## config.mk

```make
export PLATFORM = sky130hd
export DESIGN_NAME = alu_writeback
export DESIGN_NICKNAME = d
export VERILOG_FILES = /design/src/rtl/alu_writeback.sv
export SDC_FILE = /design/constraint.sdc
export NUM_CORES = 1
export LEC_CHECK = 0
export CAP_MARGIN = 5
export CORE_UTILIZATION = 41
export DETAILED_ROUTE_END_ITERATION = 10
export PLACE_DENSITY = 0.81
export SETUP_SLACK_MARGIN = 0.2
export SLEW_MARGIN = 25
export SYNTH_ARGS = -nofsm -noshare
export SYNTH_HDL_FRONTEND = slang
export SYNTH_SLANG_ARGS = --single-unit
```

## constraint.sdc

```tcl
create_clock -name clk -period 2 [get_ports clk]
set_clock_uncertainty 0.1 [all_clocks]
set_input_delay 0.2 -clock clk [delete_from_list [all_inputs] [get_ports clk]]
set_output_delay 0.2 -clock clk [all_outputs]
set_load 0.02 [all_outputs]
```

## src/rtl/alu_writeback.sv

```systemverilog
// Writeback stage behind the 16-bit ALU: turns each accepted result into one or two
// register-file writes, and freezes on an ALU exception until software clears it.
module alu_writeback #(
    parameter int DATA_WIDTH        = 16,
    parameter int ALU_CONTROL_WIDTH = 4,
    parameter int REG_ADDR_WIDTH    = 4,
    parameter logic [REG_ADDR_WIDTH-1:0] HI_REG = 4'd15
) (
    input  logic                         clk,
    input  logic                         rst_n,
    input  logic                         In_Valid,
    output logic                         In_Ready,
    input  logic [ALU_CONTROL_WIDTH-1:0] ALU_Ctrl,
    input  logic [DATA_WIDTH-1:0]        R,
    input  logic [DATA_WIDTH-1:0]        S,
    input  logic                         ALU_Exception,
    input  logic [REG_ADDR_WIDTH-1:0]    Dest,
    output logic                         Wr_En,
    output logic [REG_ADDR_WIDTH-1:0]    Wr_Addr,
    output logic [DATA_WIDTH-1:0]        Wr_Data,
    output logic                         Exc_Flag,
    output logic [ALU_CONTROL_WIDTH-1:0] Exc_Ctrl,
    input  logic                         Exc_Clear,
    output logic                         Busy
);

    typedef enum logic [1:0] {
        IDLE  = 2'd0,
        WR_LO = 2'd1,
        WR_HI = 2'd2,
        HALT  = 2'd3
    } state_t;

    localparam logic [ALU_CONTROL_WIDTH-1:0] OP_NOP = ALU_CONTROL_WIDTH'(0);
    localparam logic [ALU_CONTROL_WIDTH-1:0] OP_MUL = ALU_CONTROL_WIDTH'(1);
    localparam logic [ALU_CONTROL_WIDTH-1:0] OP_DIV = ALU_CONTROL_WIDTH'(2);

    state_t                         state;
    logic [ALU_CONTROL_WIDTH-1:0]   ctrl_q;
    logic [DATA_WIDTH-1:0]          s_q;
    logic                           transfer;

    function automatic logic is_double(input logic [ALU_CONTROL_WIDTH-1:0] code);
        return (code == OP_MUL) || (code == OP_DIV);
    endfunction

    // R and Dest go straight into the write registers on the accepting edge, so only
    // the code (for In_Ready) and S (for the second write) need their own latches.
    assign In_Ready = (state == IDLE) || ((state == WR_LO) && !is_double(ctrl_q));
    assign transfer = In_Valid && In_Ready;
    assign Busy     = (state != IDLE);

    always_ff @(posedge clk or negedge rst_n) begin
        if (!rst_n) begin
            state    <= IDLE;
            ctrl_q   <= '0;
            s_q      <= '0;
            Wr_En    <= 1'b0;
            Wr_Addr  <= '0;
            Wr_Data  <= '0;
            Exc_Flag <= 1'b0;
            Exc_Ctrl <= '0;
        end else begin
            Wr_En <= 1'b0;
            if (transfer) begin
                ctrl_q <= ALU_Ctrl;
                s_q    <= S;
            end
            case (state)
                IDLE, WR_LO: begin
                    if (transfer) begin
                        if (ALU_Exception) begin
                            state    <= HALT;
                            Exc_Flag <= 1'b1;
                            Exc_Ctrl <= ALU_Ctrl;
                        end else if (ALU_Ctrl == OP_NOP) begin
                            state <= IDLE;
                        end else begin
                            state   <= WR_LO;
                            Wr_En   <= 1'b1;
                            Wr_Addr <= Dest;
                            Wr_Data <= R;
                        end
                    end else if ((state == WR_LO) && is_double(ctrl_q)) begin
                        state   <= WR_HI;
                        Wr_En   <= 1'b1;
                        Wr_Addr <= HI_REG;
                        Wr_Data <= s_q;
                    end else begin
                        state <= IDLE;
                    end
                end
                WR_HI: begin
                    state <= IDLE;
                end
                HALT: begin
                    if (Exc_Clear) begin
                        Exc_Flag <= 1'b0;
                        state    <= IDLE;
                    end
                end
                default: begin
                    state <= IDLE;
                end
            endcase
        end
    end

endmodule

```

==> flow_metrics.tcl <==
set metrics [dict create \
    fp.dieW_microns 75.2 \
    cts_tree "done" \
    fmax_mhz 490 \
    wl_per_cell_microns 14.7 \
    n_antenna_cell 0 \
    drv_slew 0 \
    critical_path.endpoint_type "flip-flop" \
    numCtsBuffers 5 \
    share_seq_of_total_power_pct 37.2 \
    max_stage_delay_ps 410 \
    placed_cell_area_sq_um 3070 \
    combPwrFrac_pct 50.3 \
    rrSetupSlack_ps -40 \
    avgSynthCellArea_sq_um 15.6 \
    path_class "reg2reg" \
    period_share_pct 102 \
    die_area_sq_um 5660 \
    syn_nets 186 \
    r2r-end "Wr_Data[10]$_DFFE_PN0P_" \
    drtIter0Drc 36 \
    hold_path_class "in2async" \
    rsz0062_at_grt "yes" \
    grt_max_degree 27 \
    worstSkewPairLatency_ps 290 \
    cap_violations 0 \
    cts_htree_levels 2 \
    crit_family "multiplexers" \
    fillers 404 \
    ios 73 \
    grt_overflow 0 \
    cellPowerDensity_nw_per_um2 1290 \
    synthesis.area_sq_um 2200 \
    dp.final_hpwl_microns 3130 \
    ant_nets 0 \
    path_cells "xnor2_2 > buf_4 > o311ai_4 > buf_12 > mux2_2 > mux2_4" \
    critPathSlowestCell "dfrtp_1" \
    start_util_pct 42.7 \
    stdcell_count 306 \
    drt-total-wl_microns 4500 \
    synth_top_area_share_pct 54.7 \
    dp.cells 289 \
    grt_pass1_vias 1495 \
    ys_types 23 \
    clkTransAtPathRegs_ps 80 \
    power_frac_clock_pct 12.5 \
    synth_cells 141 \
    nNetsFinal 281 \
    fin_crit_ps 2040 \
    r2r.worst_path.cells 6 \
    area_growth_syn_to_layout_pct 51.5 \
    gp_congestion 0.786 \
    die_h_microns 75.2 \
    clkSinkCount 48 \
    drive_gt1_share_pct 40.3 \
    vias_per_cell 4.75 \
    drt-pass1-iter-count 4 \
    place_ws_ps -360 \
    switching_power_mw 1.38 \
    drcViolationCount 0 \
    start_kind "flip-flop" \
    critPathMaxFanout 20 \
    clockBufferDepth 2 \
    cp.required_ps 2080 \
    p_leak_nw 1.48 \
    crit_buf_inv 2 \
    grtUsageTotal_pct 17.1 \
    fin_setup_tns_ps -259 \
    synth-seq-cells 48 \
    ys_warn_count 0 \
    violations "negative setup slack" \
    timing.rr.start "ctrl_q[1]$_DFFE_PN0P_" \
    final_common_cell "clkdlybuf4s50_1" \
    power_mw 4.31 \
    final_cell_area_sq_um 3330 \
    io_buffers 72 \
    hold_viol_final 0 \
    yosysSeqAreaShare_pct 54.7 \
    switching_share_pct 32.0 \
    coreArea_sq_um 5140 \
    vias 1452 \
    rows 26 \
    synth_area_leaders "dfrtp_1 55%, mux2_2 21%, mux2_4 10%" \
    synth_top_cell_by_area "dfrtp_1" \
    ir_worst_vdd_v 0.000751 \
    antenna_found_initial 0 \
    outcome "complete, but fails checks" \
    arrival_ps 2120 \
    grt_pass1_wl_microns 7040 \
    cts-root-buf "clkbuf_8" \
    p_int_mw 2.93 \
    post-route-worst-setup-slack_ps -39.9 \
    mostFrequentLayoutCells "69 x clkdlybuf4s50_1, 48 x dfrtp_1, 30 x mux2_4, 26 x mux2_2, 12 x buf_4" \
    final-setup-viol-count 16 \
    tightestPinTransition_ps 551 \
    slew_headroom_pct 63.3 \
]
sequential cells by signal, summed over array words and instances (netlist names):
signal	count
state	2
Wr_Addr	4
Exc_Flag	1
Wr_En	1
Exc_Ctrl	4
s_q	16
ctrl_q	4
Wr_Data	16
repair_timing:
action	4_1_cts	5_1_grt
setup buffers	3	5
hold buffers	1	0
hold endpoints to repair	22	0
pin swaps	2	2
gates resized for setup	7	17
setup endpoints to repair	28	44
cloned	1	0
per-stage QoR:
stage	utilization (%)	hold slack [ps]
final	64.8	326
after global placement	59.6	112
after detailed placement	59.6	127
after floorplan	-	-196
after global routing	64.8	396
after CTS	63.0	331
power groups by stage:
stage	clock, mW	combinational, mW	sequential, mW
floorplan	0	0.923	1.88
global placement	0	1.97	1.60
detailed placement	0	2.01	1.61
finish	0.539	2.17	1.60
CTS	0.558	2.08	1.60
global route	0.594	2.30	1.66
synth_stat cells, drive strengths merged:
master  instances
nand4           1
inv             6
or3             1
mux2           56
or2             1
or4             1
mux2i           4
xnor2           1
nand2b          1
a32oi           1
nor3            1
buf             6
nand3b          1
a21oi           2
dfrtp          48
nor2            6
o22ai           2
nand2           1
o311ai          1
kinds of logic (layout without fill, tap and decap cells):
logic type,Yosys count,count (layout),synth area share (%)
DFF,48,48,54.7
AOI/OAI and AO/OA,6,6,3.13
buffers and inverters,12,107,4.73
and+or+nand+nor,14,14,3.64
muxes,60,60,33.1
xor gates and xnor gates,1,1,0.741
layer usage:
metal,part of all wire (%),track usage [%],routed length [microns],vias to the layer above
met4,1.2,5.76,55,0
met3,6.5,3.61,292,7
met1,44,23.0,1970,702
met5,0,0,0,-
li1,-,-,-,684
met2,48,27.9,2180,59
layout make-up:
class | instances | area [sq um] | area share (%)
flip-flops and latches | 48 | 1200 | 36.1
repair buffers | 94 | 972 | 29.2
multi-input cells | 81 | 965 | 29.0
well taps | 70 | 87.6 | 2.63
clock buffers | 5 | 68.8 | 2.07
inverters | 6 | 22.5 | 0.676
clock inverters | 2 | 12.5 | 0.376
how the worst max path moves through the flow:
stage                           from                      end  slack [ps]  depth (start not counted)
6_report       ctrl_q[1]$_DFFE_PN0P_  Wr_Data[10]$_DFFE_PN0P_         -40                          6
5_1_grt        ctrl_q[0]$_DFFE_PN0P_   Wr_Data[1]$_DFFE_PN0P_         -80                          6
4_1_cts        ctrl_q[1]$_DFFE_PN0P_   Wr_Data[9]$_DFFE_PN0P_         -40                          6
3_5_place_dp             ALU_Ctrl[0]   Wr_Addr[0]$_DFFE_PN0P_        -360                          6
3_3_place_gp             ALU_Ctrl[0]   Wr_Data[5]$_DFFE_PN0P_        -280                          5
2_1_floorplan  ctrl_q[1]$_DFFE_PN0P_   Wr_Data[0]$_DFFE_PN0P_         140                          5
Power figures use the tool's default switching activity.
